--- src/rtl/traffic_gen_burst_kernel.sv ---
// Paced request kernel: forwards beats from r_* to w_* through a single output register,
// pacing input acceptance as bursts of active cycles separated by idle gaps.
//
// state   | meaning
// --------+-----------------------------------------------------------------
// ST_IDLE | waiting for start_i; ready_o high
// ST_REQ  | active phase, input accepted, cyc_q counts up to burst length
// ST_GAP  | idle phase, no input accepted, gap_q counts down to zero
// ST_DONE | single cycle after last beat issued; done_o pulses next cycle
module traffic_gen_burst_kernel #(
  parameter int unsigned DATA_WIDTH = 32,
  parameter int unsigned CNT_LEN    = 32
) (
  input  logic                  clk_i,
  input  logic                  rst_ni,
  input  logic                  clear_i,
  input  logic                  start_i,
  input  logic [CNT_LEN-1:0]    n_total_reqs_i,
  input  logic [CNT_LEN-1:0]    t_ck_reqs_i,
  input  logic [CNT_LEN-1:0]    t_ck_idle_i,
  input  logic                  r_valid_i,
  output logic                  r_ready_o,
  input  logic [DATA_WIDTH-1:0] r_data_i,
  output logic                  w_valid_o,
  input  logic                  w_ready_i,
  output logic [DATA_WIDTH-1:0] w_data_o,
  output logic                  done_o,
  output logic                  ready_o,
  output logic                  idle_o,
  output logic [CNT_LEN-1:0]    cnt_issued_o
);

  typedef enum logic [1:0] {ST_IDLE, ST_REQ, ST_GAP, ST_DONE} state_e;

  state_e                state_q, state_d;
  logic [CNT_LEN-1:0]    n_total_q, n_total_d;
  logic [CNT_LEN-1:0]    t_reqs_q, t_reqs_d;
  logic [CNT_LEN-1:0]    t_idle_q, t_idle_d;
  logic [CNT_LEN-1:0]    cyc_q, cyc_d;
  logic [CNT_LEN-1:0]    gap_q, gap_d;
  logic [CNT_LEN-1:0]    accepted_q, accepted_d;
  logic [CNT_LEN-1:0]    cnt_issued_q, cnt_issued_d;
  logic                  w_valid_q, w_valid_d;
  logic [DATA_WIDTH-1:0] w_data_q, w_data_d;
  logic                  done_q, done_d;
  logic                  r_ready, r_hs, w_hs;

  always_ff @(posedge clk_i or negedge rst_ni) begin
    if (!rst_ni) begin
      state_q      <= ST_IDLE;
      n_total_q    <= '0;
      t_reqs_q     <= '0;
      t_idle_q     <= '0;
      cyc_q        <= '0;
      gap_q        <= '0;
      accepted_q   <= '0;
      cnt_issued_q <= '0;
      w_valid_q    <= 1'b0;
      w_data_q     <= '0;
      done_q       <= 1'b0;
    end else begin
      state_q      <= state_d;
      n_total_q    <= n_total_d;
      t_reqs_q     <= t_reqs_d;
      t_idle_q     <= t_idle_d;
      cyc_q        <= cyc_d;
      gap_q        <= gap_d;
      accepted_q   <= accepted_d;
      cnt_issued_q <= cnt_issued_d;
      w_valid_q    <= w_valid_d;
      w_data_q     <= w_data_d;
      done_q       <= done_d;
    end
  end

  always_comb begin
    state_d      = state_q;
    n_total_d    = n_total_q;
    t_reqs_d     = t_reqs_q;
    t_idle_d     = t_idle_q;
    cyc_d        = cyc_q;
    gap_d        = gap_q;
    accepted_d   = accepted_q;
    cnt_issued_d = cnt_issued_q;
    w_valid_d    = w_valid_q;
    w_data_d     = w_data_q;
    done_d       = (state_q == ST_DONE);
    r_ready      = 1'b0;

    // Gating with clear_i keeps upstream from losing a beat into an aborted run.
    if (state_q == ST_REQ) begin
      r_ready = (~w_valid_q | w_ready_i) & (accepted_q < n_total_q) & ~clear_i;
    end
    r_hs = r_ready & r_valid_i;
    w_hs = w_valid_q & w_ready_i;

    if (w_hs) begin
      w_valid_d    = 1'b0;
      cnt_issued_d = cnt_issued_q + CNT_LEN'(1);
    end
    if (r_hs) begin
      w_valid_d  = 1'b1;
      w_data_d   = r_data_i;
      accepted_d = accepted_q + CNT_LEN'(1);
    end

    unique case (state_q)
      ST_IDLE: begin
        if (start_i) begin
          n_total_d    = n_total_reqs_i;
          t_reqs_d     = (t_ck_reqs_i == '0) ? CNT_LEN'(1) : t_ck_reqs_i;
          t_idle_d     = t_ck_idle_i;
          cyc_d        = '0;
          gap_d        = '0;
          accepted_d   = '0;
          cnt_issued_d = '0;
          state_d      = (n_total_reqs_i == '0) ? ST_DONE : ST_REQ;
        end
      end
      ST_REQ: begin
        if (cyc_q == t_reqs_q - CNT_LEN'(1)) begin
          cyc_d = '0;
          if (t_idle_q != '0) begin
            gap_d   = t_idle_q - CNT_LEN'(1);
            state_d = ST_GAP;
          end
        end else begin
          cyc_d = cyc_q + CNT_LEN'(1);
        end
        if (cnt_issued_d == n_total_q) state_d = ST_DONE;
      end
      ST_GAP: begin
        if (gap_q == '0) begin
          cyc_d   = '0;
          state_d = ST_REQ;
        end else begin
          gap_d = gap_q - CNT_LEN'(1);
        end
        if (cnt_issued_d == n_total_q) state_d = ST_DONE;
      end
      ST_DONE: state_d = ST_IDLE;
      default: state_d = ST_IDLE;
    endcase

    if (clear_i) begin
      state_d      = ST_IDLE;
      w_valid_d    = 1'b0;
      cyc_d        = '0;
      gap_d        = '0;
      accepted_d   = '0;
      cnt_issued_d = '0;
      done_d       = 1'b0;
    end
  end

  assign r_ready_o    = r_ready;
  assign w_valid_o    = w_valid_q;
  assign w_data_o     = w_data_q;
  assign done_o       = done_q;
  assign ready_o      = (state_q == ST_IDLE);
  assign idle_o       = (state_q == ST_IDLE) & ~w_valid_q;
  assign cnt_issued_o = cnt_issued_q;

endmodule

--- config.mk ---
export PLATFORM = sky130hd
export DESIGN_NAME = traffic_gen_burst_kernel
export DESIGN_NICKNAME = d
export VERILOG_FILES = /design/src/rtl/traffic_gen_burst_kernel.sv
export SDC_FILE = /design/constraint.sdc
export NUM_CORES = 1
export LEC_CHECK = 0
export BUFFER_PORTS_ARGS = -buffer_cell sky130_fd_sc_hd__buf_4
export CORE_UTILIZATION = 50
export CTS_CLUSTER_DIAMETER = 80
export DETAILED_ROUTE_END_ITERATION = 16
export GPL_TIMING_DRIVEN = 1
export PLACE_DENSITY = 0.72
export RECOVER_POWER = 25
export SYNTH_ARGS = -nofsm -noshare
export SYNTH_HDL_FRONTEND = slang
export SYNTH_SLANG_ARGS = --single-unit
--- constraint.sdc ---
create_clock -name clk_i -period 5.7 [get_ports clk_i]
set_input_delay 0.285 -clock clk_i [delete_from_list [all_inputs] [get_ports clk_i]]
set_output_delay 0.285 -clock clk_i [all_outputs]
set_load 0.05 [all_outputs]
==> results.cfg, run 1 <==
[run_status]
status = finished with violations
violated_checks = max-capacitance violations, max-slew violations

[floorplan]
fp-row-count = 64
start_util = 0.509
die-area_sq_um = 31800
floorplan.die.width_um = 178
floorplan.die.height_um = 178
core_region_area_sq_um = 30600
boundaryPins = 203

[pwr]
max-vdd-ir-drop_mv = 0.369
total_leakage_power_nw = 8.05
power_total_mw = 8.68
power.density_cell_area_nw_per_um2 = 448

[global_routing]
antenna_found_initial = 4
global_routing_usage_summed_across_all_routing_layers = 0.282
grt_first_pass_wirelength_mm = 72.1
number_of_global_route_vias_before_repair = 13900
grt_start_max_net_pins = 70
grt-ovfl-total = 0

[sta]
setup_repair_after_global_routing_missed_its_margin = false
final.setup.worst_slack_ns = 1.20
final-setup-viol-count = 0
fin_hold_ws_ns = 0.0296
clock.fmax_mhz = 222
slew_viol_final = 70
final_hold_viol_count = 0
period_share = 0.789
worst-slew-pin-transition_ns = 4.02
fin_tns_setup_ns = 0
worst_slew_margin_rel = -1.68
post-route-min-period_ns = 4.50
finClkSkew_ns = 0.0142

[clock_tree]
post-cts-setup-buffers = 0
cts-root-buf = sky130_fd_sc_hd__clkbuf_16
clock_h_tree_levels = 1
cts_buffers = 29
cts_max_path_buffers = 3
clk-insertion-delay-late_ns = 0.56
cts_num_sinks = 260
postCtsHoldBufs = 128
path_clk_slew_ns = 0.06
tritoncts = built
cts_resized = 0

[drt]
wire_length_per_cell_um = 18.8
drt.antenna.violating_nets = 0
via_count = 14100
finalWirelength_mm = 44.5
drt_iter0_markers = 1161
detail_route.drc_violations = 0
drt-vias-per-instance = 5.97
detail_route.first_pass.iterations = 5

[min_path]
hold-path-cell-count = 2
timing.hold.worst_endpoint = n_total_q[2]
timing.hold.worst.class = input pin to register
hold_path.startpoint = n_total_reqs_i[2]

[synth]
postSynth.asyncResetShare = 1.00
synth_nets = 1817
synth_area_leaders = sky130_fd_sc_hd__dfrtp_1 42%, sky130_fd_sc_hd__mux2_2 9.3%, sky130_fd_sc_hd__xnor2_1 6.0%
synth_commonest_cells = 260 x sky130_fd_sc_hd__dfrtp_1, 184 x sky130_fd_sc_hd__nor2_1, 129 x sky130_fd_sc_hd__mux2_2
yosys.area.top_type = sky130_fd_sc_hd__dfrtp_1
netlist_instances = 1643
synth.ff_latch_count = 260
syn-cell-area_sq_um = 15600
synthDominantCellAreaShare = 0.418
postSynth.topFlopCell = sky130_fd_sc_hd__dfrtp_1
synth_enable_flop_cells = 0
synth_area_per_cell_sq_um = 9.48
top_count_cell_post_synth = sky130_fd_sc_hd__dfrtp_1
synthesis.yosys.warnings = 0
sequential_share_of_the_synthesized_area = 0.418
yosysUniqueCellTypes = 75

[finish]
fin_nets = 2115
design_area_sq_um = 19400
multiInputGateArea_sq_um = 8560
post_route_cells_drive_above_1_share = 0.176
core_occupancy_in_the_finished_layout = 0.633
final_cells = 2361
num-fill-cells = 2545
final-seq-area_sq_um = 6510
synthToLayoutAreaGrowth_pct = 24.4

[critical_path]
reg2reg_from = t_reqs_q[4]
critical_path_required_ns = 6.14
end_kind = register
timing.rr.end = gap_q[23]
critical_path.max_fanout = 35
critical_path_class = register to register
rrSetupSlack_ns = 1.20
arrival_ns = 4.94
timing.critical_path.from_type = register
r2r_cells = 10

[placement]
post_place_worst_slack_ns = 1.22
gp_routability_congestion = 0.950
hpwlAfterDp_mm = 30.9
place_inst = 2178
buffer_ports.inserted = 202
place_area_sq_um = 17400

[flow_run]
drv.max_cap_violation_count = 1
worst max-delay path by stage:
| stage | cells past startpoint | end | from | slack [ns] |
|---|---|---|---|---|
| after floorplan | 19 | gap_q[30] | state_q[0] | 1.03 |
| after CTS | 10 | gap_q[20] | t_reqs_q[4] | 1.22 |
| after detailed placement | 10 | gap_q[20] | t_reqs_q[4] | 1.22 |
| final | 10 | gap_q[23] | t_reqs_q[4] | 1.20 |
| after global routing | 3 | accepted_q[27] | rst_ni | 0.63 |
| after global placement | 10 | gap_q[20] | t_reqs_q[4] | 1.32 |
placed cells by master (no fill, tap or decap), types with 13 or more instances in the layout:
master                          count
sky130_fd_sc_hd__buf_4            149
sky130_fd_sc_hd__nor2_1           183
sky130_fd_sc_hd__xor2_1            61
sky130_fd_sc_hd__and3_1            16
sky130_fd_sc_hd__o21ai_0           65
sky130_fd_sc_hd__ha_1              39
sky130_fd_sc_hd__or3_1             28
sky130_fd_sc_hd__mux2_2           129
sky130_fd_sc_hd__o211ai_1          13
sky130_fd_sc_hd__a21oi_1           48
sky130_fd_sc_hd__nand3_1           70
sky130_fd_sc_hd__xnor2_1          106
sky130_fd_sc_hd__dfrtp_1          260
sky130_fd_sc_hd__dlygate4sd3_1    128
sky130_fd_sc_hd__or4_1             17
sky130_fd_sc_hd__inv_1             56
sky130_fd_sc_hd__clkbuf_1          72
sky130_fd_sc_hd__nand2_1           99
sky130_fd_sc_hd__clkbuf_16         29
sky130_fd_sc_hd__nor4_1            70
sky130_fd_sc_hd__nor3_1            55
sky130_fd_sc_hd__nand4_1           61
sky130_fd_sc_hd__a21o_1            15
critical path, stage by stage, from the launching register on:
cell,delay [ns]
sky130_fd_sc_hd__dfrtp_1,0.44
sky130_fd_sc_hd__nor4_1,0.74
sky130_fd_sc_hd__nand4_1,0.58
sky130_fd_sc_hd__or2_1,0.43
sky130_fd_sc_hd__or3_1,0.34
sky130_fd_sc_hd__and4_1,0.20
sky130_fd_sc_hd__and4_4,0.20
sky130_fd_sc_hd__a31oi_4,0.75
sky130_fd_sc_hd__buf_4,0.38
sky130_fd_sc_hd__a21oi_1,0.07
sky130_fd_sc_hd__a211o_1,0.26
logic make-up (layout without fill, tap and decap cells):
group                      count (synthesis)  in the layout  share of synthesized area
other                                      0              4                          0
muxes                                    140            140                      0.100
adders and majority gates                 40             40                     0.0321
xor gates and xnor gates                 169            169                     0.0968
and+or+nand+nor                          674            674                      0.223
DFF                                      260            260                      0.418
AOI/OAI and AO/OA                        227            227                     0.0960
buffers and inverters                    133            451                     0.0333
power breakdown:
part           internal [mW]  switching [mW]
sequential              2.42           0.714
combinational           1.50            2.20
clock                   1.09           0.751
total                   5.01            3.67
flip-flops by register name, indices dropped and copies added (netlist names):
signal	flops
accepted_q	32
cnt_issued_o	32
cyc_q	32
gap_q	32
n_total_q	32
t_idle_q	32
t_reqs_q	32
w_data_o	32
state_q	2
done_o	1
w_valid_o	1
cell type report:
cell class	count	area share
Multi-Input combinational cell	1250	0.442
Sequential cell	260	0.336
Timing Repair Buffer	344	0.137
Clock buffer	40	0.0427
Tap cell	396	0.0256
Inverter	56	0.0109
Clock inverter	11	0.00543
Antenna cell	4	0.000517
routing by layer:
metal | GRT usage | vias up | routed length, um
met5 | 0 | - | 0
met3 | 0.0405 | 93 | 2880
met1 | 0.394 | 6904 | 19800
met2 | 0.450 | 542 | 20500
li1 | - | 6545 | -
met4 | 0.0879 | 0 | 1280
Note: power is estimated with default switching activity, not from simulation.
==> inputs of run 2 (changes only) <==
--- a/config.mk
+++ b/config.mk
@@ -5,12 +5,13 @@
 export SDC_FILE = /design/constraint.sdc
 export NUM_CORES = 1
 export LEC_CHECK = 0
+export ABC_AREA = 1
 export BUFFER_PORTS_ARGS = -buffer_cell sky130_fd_sc_hd__buf_4
 export CORE_UTILIZATION = 50
 export CTS_CLUSTER_DIAMETER = 80
 export DETAILED_ROUTE_END_ITERATION = 16
 export GPL_TIMING_DRIVEN = 1
-export PLACE_DENSITY = 0.72
+export PLACE_DENSITY = 0.74
 export RECOVER_POWER = 25
 export SYNTH_ARGS = -nofsm -noshare
 export SYNTH_HDL_FRONTEND = slang
==> constraint.sdc (replaced) <==
create_clock -name clk_i -period 3.9 [get_ports clk_i]
set_input_delay 0.195 -clock clk_i [delete_from_list [all_inputs] [get_ports clk_i]]
set_output_delay 0.195 -clock clk_i [all_outputs]
set_load 0.05 [all_outputs]
==> results.cfg, run 2 <==
[finish]
layout_common_cells = 606 x sky130_fd_sc_hd__nand2_1, 301 x sky130_fd_sc_hd__inv_1, 274 x sky130_fd_sc_hd__nor2_1
fin_nets = 2770
most_common_cell_after_layout_fill_and_taps_aside = sky130_fd_sc_hd__nand2_1
synthToLayoutAreaGrowth_pct = 26.1
final_cells = 3062
num-fill-cells = 2725
antenna_cells_inserted = 0
post_route_cells_drive_above_1_share = 0.139

[min_path]
timing.hold.worst.class = input pin to register
hold-path-cell-count = 3

[synth]
postSynth.asyncResetShare = 1.00
postSynth.topFlopCell = sky130_fd_sc_hd__dfrtp_1
synthDominantCellAreaShare = 0.394
synth_area_per_cell_sq_um = 7.25
top_count_cell_post_synth = sky130_fd_sc_hd__nand2_1
sequential_share_of_the_synthesized_area = 0.394
yosys.area.top_type = sky130_fd_sc_hd__dfrtp_1
yosysUniqueCellTypes = 46
synth_area_leaders = sky130_fd_sc_hd__dfrtp_1 39%, sky130_fd_sc_hd__nand2_1 14%, sky130_fd_sc_hd__inv_1 6.8%
synth_enable_flop_cells = 0
synth_nets = 2452
synth.ff_latch_count = 260
netlist_instances = 2278
synth_commonest_cells = 608 x sky130_fd_sc_hd__nand2_1, 301 x sky130_fd_sc_hd__inv_1, 274 x sky130_fd_sc_hd__nor2_1
synthesis.yosys.warnings = 0
syn-cell-area_sq_um = 16500

[placement]
buffer_ports.inserted = 202
gp_routability_congestion = 0.947
hpwlAfterDp_mm = 34.5
place_inst = 2875

[sta]
slew_viol_final = 121
period_share = 0.853
fin_tns_setup_ns = 0
clock.fmax_mhz = 301
final_hold_viol_count = 0
worst-slew-pin-transition_ns = 3.12
worst_slew_margin_rel = -1.08
finClkSkew_ns = 0.0230
final-setup-viol-count = 0
post-route-min-period_ns = 3.32
setup_repair_after_global_routing_missed_its_margin = false

[critical_path]
rrSetupSlack_ns = 0.58
r2r_cells = 14
arrival_ns = 3.78
critical_path_required_ns = 4.35
end_kind = register
critical_path.max_fanout = 37
critical_path_class = register to register
timing.critical_path.from_type = register

[global_routing]
grt_first_pass_wirelength_mm = 77.6
grt_start_max_net_pins = 122
number_of_global_route_vias_before_repair = 15400
global_routing_usage_summed_across_all_routing_layers = 0.287
antenna_found_initial = 0
grt-ovfl-total = 0

[floorplan]
core_region_area_sq_um = 32500
boundaryPins = 203
die-area_sq_um = 33800
floorplan.die.width_um = 184
start_util = 0.508
fp-row-count = 66
floorplan.die.height_um = 184

[run_status]
violated_checks = max-capacitance violations, max-slew violations
status = finished with violations

[clock_tree]
cts-root-buf = sky130_fd_sc_hd__clkbuf_16
cts_max_path_buffers = 3
tritoncts = built
cts_buffers = 30
post-cts-setup-buffers = 0
cts_num_sinks = 260
clk-insertion-delay-late_ns = 0.58
clock_h_tree_levels = 1
cts_resized = 0
path_clk_slew_ns = 0.06

[drt]
detail_route.first_pass.iterations = 6
detail_route.drc_violations = 0
drt_iter0_markers = 1398
drt.antenna.violating_nets = 0
finalWirelength_mm = 48.7
drt-vias-per-instance = 5.27
wire_length_per_cell_um = 15.9
via_count = 16100

[pwr]
max-vdd-ir-drop_mv = 0.418
power.density_cell_area_nw_per_um2 = 616
total_leakage_power_nw = 10.1

[flow_run]
drv.max_cap_violation_count = 1
[run 2: stage by stage]
stage | util | cell area (sq um) | power [mW] | hold slack, ns | worst slack, ns
after global placement | 0.567 | 18500 | 9.43 | 0.350 | 0.736
after CTS | 0.641 | 20900 | 12.8 | 0.0437 | 0.629
final | 0.640 | 20800 | 12.8 | 0.0708 | 0.575
after global routing | 0.640 | 20800 | 13.7 | 0.0691 | 0.266
after detailed placement | 0.567 | 18500 | 9.55 | 0.349 | 0.740
after floorplan | - | 16500 | 8.09 | -0.101 | 1.28
[run 2: layer usage]
metal | up-vias | share of wire | track usage
met5 | - | 0 | 0
met4 | 0 | 0.029 | 0.0943
met3 | 101 | 0.068 | 0.0388
met2 | 617 | 0.46 | 0.465
met1 | 7509 | 0.45 | 0.397
li1 | 7912 | - | -
[run 2: kinds of logic (layout without fill, tap and decap cells)]
group | Yosys count | after routing | synth area share
compound gates | 195 | 195 | 0.0683
mux | 18 | 18 | 0.0123
simple gates | 1268 | 1268 | 0.337
flops | 260 | 260 | 0.394
fa+ha+maj | 40 | 40 | 0.0303
buf+inv | 373 | 715 | 0.0893
xor+xnor | 124 | 124 | 0.0692
[run 2: final timing paths]
| check | from | to |
|---|---|---|
| setup / recovery | n_total_q[15] | accepted_q[1] |
| hold / removal | start_i | t_reqs_q[1] |
| setup reg to reg | n_total_q[15] | accepted_q[1] |
| hold reg to reg | w_data_o[18] | w_data_o[18] |
| max in group asynchronous | rst_ni | t_reqs_q[7] |
| min in group asynchronous | rst_ni | n_total_q[31] |
[run 2: layout make-up]
class                           instances  area (sq um)  share of cell area
Clock inverter                         21           312              0.0150
Inverter                              309          1160              0.0557
Sequential cell                       260          6510               0.312
Multi-Input combinational cell       1645          8570               0.411
Tap cell                              442           553              0.0265
Clock buffer                           35           779              0.0374
Timing Repair Buffer                  350          2960               0.142
[run 2: worst max-delay path, stage by stage (launching register included)]
cell                      delay [ns]
sky130_fd_sc_hd__dfrtp_1        0.39
sky130_fd_sc_hd__inv_1          0.10
sky130_fd_sc_hd__ha_1           0.32
sky130_fd_sc_hd__nand2_1        0.06
sky130_fd_sc_hd__nor4_1         0.48
sky130_fd_sc_hd__o21ai_0        0.22
sky130_fd_sc_hd__nand3_1        0.13
sky130_fd_sc_hd__nand2_1        0.06
sky130_fd_sc_hd__nand2_1        0.12
sky130_fd_sc_hd__nand2_1        0.09
sky130_fd_sc_hd__nand3_2        0.53
sky130_fd_sc_hd__buf_4          0.47
sky130_fd_sc_hd__nand2_1        0.09
sky130_fd_sc_hd__nand2_1        0.07
sky130_fd_sc_hd__nor2_1         0.04
[run 2: repair_timing]
item                                   CTS  global route
endpoints found under the hold margin  246             0
setup endpoints to repair                0             0
hold buffers                           131             0
[run 2: power by group]
| group | switching [mW] | internal (mW) | total (mW) | leakage, nW |
|---|---|---|---|---|
| registers | 0.695 | 3.48 | 4.18 | 3.37 |
| logic | 3.61 | 1.94 | 5.55 | 6.25 |
| clock network | 1.20 | 1.90 | 3.10 | 0.521 |
| total | 5.50 | 7.33 | 12.8 | 10.1 |
==> inputs of run 3 (changes only) <==
--- a/config.mk
+++ b/config.mk
@@ -7,11 +7,14 @@
 export LEC_CHECK = 0
 export ABC_AREA = 1
 export BUFFER_PORTS_ARGS = -buffer_cell sky130_fd_sc_hd__buf_4
-export CORE_UTILIZATION = 50
+export CELL_PAD_IN_SITES_DETAIL_PLACEMENT = 0
+export CELL_PAD_IN_SITES_GLOBAL_PLACEMENT = 1
+export CORE_UTILIZATION = 46
 export CTS_CLUSTER_DIAMETER = 80
 export DETAILED_ROUTE_END_ITERATION = 16
+export GPL_ROUTABILITY_DRIVEN = 0
 export GPL_TIMING_DRIVEN = 1
-export PLACE_DENSITY = 0.74
+export PLACE_DENSITY = 0.87
 export RECOVER_POWER = 25
 export SYNTH_ARGS = -nofsm -noshare
 export SYNTH_HDL_FRONTEND = slang
==> constraint.sdc (replaced) <==
create_clock -name clk_i -period 3.93 [get_ports clk_i]
set_input_delay 0.1965 -clock clk_i [delete_from_list [all_inputs] [get_ports clk_i]]
set_output_delay 0.1965 -clock clk_i [all_outputs]
set_load 0.05 [all_outputs]
==> results.cfg, run 3 (synthesis results as in run 2) <==
[run_status]
status = finished with violations
violated_checks = max-capacitance violations, max-slew violations

[sta]
fin_hold_ws_ns = 0.0365
post-route-min-period_ns = 3.43
worst_slew_margin_rel = -1.05
fin_tns_setup_ns = 0
setup_repair_after_global_routing_missed_its_margin = false
finClkSkew_ns = 0.0114
period_share = 0.873
final-setup-viol-count = 0
slew_viol_final = 113
worst-slew-pin-transition_ns = 3.08
final_hold_viol_count = 0
clock.fmax_mhz = 292

[placement]
buffer_ports.inserted = 202
hpwlAfterDp_mm = 35.9
place_inst = 2889
place_area_sq_um = 18400

[pwr]
total_leakage_power_nw = 10.0
power_total_mw = 12.3
power.density_cell_area_nw_per_um2 = 597
max-vdd-ir-drop_mv = 0.572

[critical_path]
arrival_ns = 3.23
critPathMaxStageDelay_ns = 0.52
timing.critical_path.cells = ha_1, a21oi_1, nor2_1, a211oi_1, o21ai_0, nand3_1, nand3_1, nand2_1, nand2_1, a21boi_4, buf_4, buf_4
timing.critical_path.from_type = register
critical_path.endpoint = r_ready_o
critical_path_class = register to output port
end_kind = output port
r2r_cells = 16
timing.rr.end = gap_q[28]
slowest_stage = sky130_fd_sc_hd__buf_4
reg2reg_from = state_q[0]
rrSetupSlack_ns = 0.74
critical_path.max_fanout = 58
critical_path_required_ns = 3.73
crit_startpoint = accepted_q[9]

[global_routing]
antenna_found_initial = 0
number_of_global_route_vias_before_repair = 15200
grt-ovfl-total = 0
grt_start_max_net_pins = 115
grt_first_pass_wirelength_mm = 80.1
global_routing_usage_summed_across_all_routing_layers = 0.274

[clock_tree]
tritoncts = built
cts_resized = 0
path_clk_slew_ns = 0.06
cts_num_sinks = 260
cts_buffers = 30
cts-root-buf = sky130_fd_sc_hd__clkbuf_16
clock_h_tree_levels = 1
clk-insertion-delay-late_ns = 0.58
cts_max_path_buffers = 3

[floorplan]
fp-row-count = 69
start_util = 0.466
die-area_sq_um = 36700
boundaryPins = 203
core_region_area_sq_um = 35500
floorplan.die.height_um = 192
floorplan.die.width_um = 192

[min_path]
timing.hold.worst.class = input pin to register

[finish]
design_area_sq_um = 20600
antenna_cells_inserted = 0
post_route_cells_drive_above_1_share = 0.129
synthToLayoutAreaGrowth_pct = 24.7
most_common_cell_after_layout_fill_and_taps_aside = sky130_fd_sc_hd__nand2_1
fin_nets = 2763
final_cells = 3068
num-fill-cells = 3230
layout_common_cells = 606 x sky130_fd_sc_hd__nand2_1, 301 x sky130_fd_sc_hd__inv_1, 274 x sky130_fd_sc_hd__nor2_1

[drt]
drt-vias-per-instance = 5.21
drt.antenna.violating_nets = 0
detail_route.first_pass.iterations = 5
via_count = 16000
wire_length_per_cell_um = 16.3
finalWirelength_mm = 50.0
drt_iter0_markers = 937
detail_route.drc_violations = 0

[flow_run]
drv.max_cap_violation_count = 1
run 3: changes by cell type in the layout (fill, tap and decap cells not counted), moves of 2 or more:
cell,previous run,this run
sky130_fd_sc_hd__buf_4,215,197
sky130_fd_sc_hd__inv_6,2,0
sky130_fd_sc_hd__clkinvlp_4,5,0
sky130_fd_sc_hd__dlygate4sd3_1,131,129
sky130_fd_sc_hd__bufinv_16,7,1
sky130_fd_sc_hd__clkbuf_1,5,22
sky130_fd_sc_hd__clkbuf_8,1,5
run 3: layer usage:
metal  share of wire  GRT usage
met3           0.068     0.0442
met4           0.019     0.0601
met2            0.45      0.440
met5               0          0
met1            0.46      0.386
run 3: final cells by class:
cell class,count,area [sq um],area share
Multi-Input combinational cell,1645,8570,0.416
Sequential cell,260,6510,0.316
Timing Repair Buffer,343,2870,0.139
Inverter,309,1160,0.0563
Clock buffer,44,875,0.0424
Tap cell,461,577,0.0280
Clock inverter,6,55.1,0.00267
run 3: worst min path at each step:
stage                       from            end  slack (ns)  depth (start not counted)
2_1_floorplan             rst_ni  accepted_q[0]        -0.1                          0
3_3_place_gp              rst_ni  n_total_q[25]        0.34                          1
3_5_place_dp              rst_ni  n_total_q[24]        0.36                          1
4_1_cts        n_total_reqs_i[0]   n_total_q[0]       0.004                          3
5_1_grt        n_total_reqs_i[0]   n_total_q[0]        0.03                          3
6_report               w_ready_i      w_valid_o        0.04                          4
run 3: metrics by stage:
step | setup slack (ns) | util
floorplan | 1.31 | -
global placement | 0.797 | 0.520
detailed placement | 0.727 | 0.520
CTS | 0.519 | 0.583
global route | 0.260 | 0.581
finish | 0.500 | 0.581
run 3: critical path, delay by kind of cell (launching register included):
kind            cells  cell delay, ns
buf+inv             2            0.84
compound gates      4            0.59
flops               1            0.45
simple gates        5            0.43
fa+ha+maj           1            0.32
run 3: repair_timing:
| action | in CTS | in global routing |
|---|---|---|
| endpoints found under the setup margin | 0 | 0 |
| hold endpoints to repair | 242 | 0 |
| hold buffers | 129 | 0 |
| buffers inserted | 0 | 0 |
run 3: report_power, final:
group / switching [mW] / internal, mW / leakage (nW) / total, mW
registers: 0.707 / 3.46 / 3.37 / 4.16
logic: 3.54 / 1.87 / 6.17 / 5.41
clock network: 1.14 / 1.58 / 0.461 / 2.73
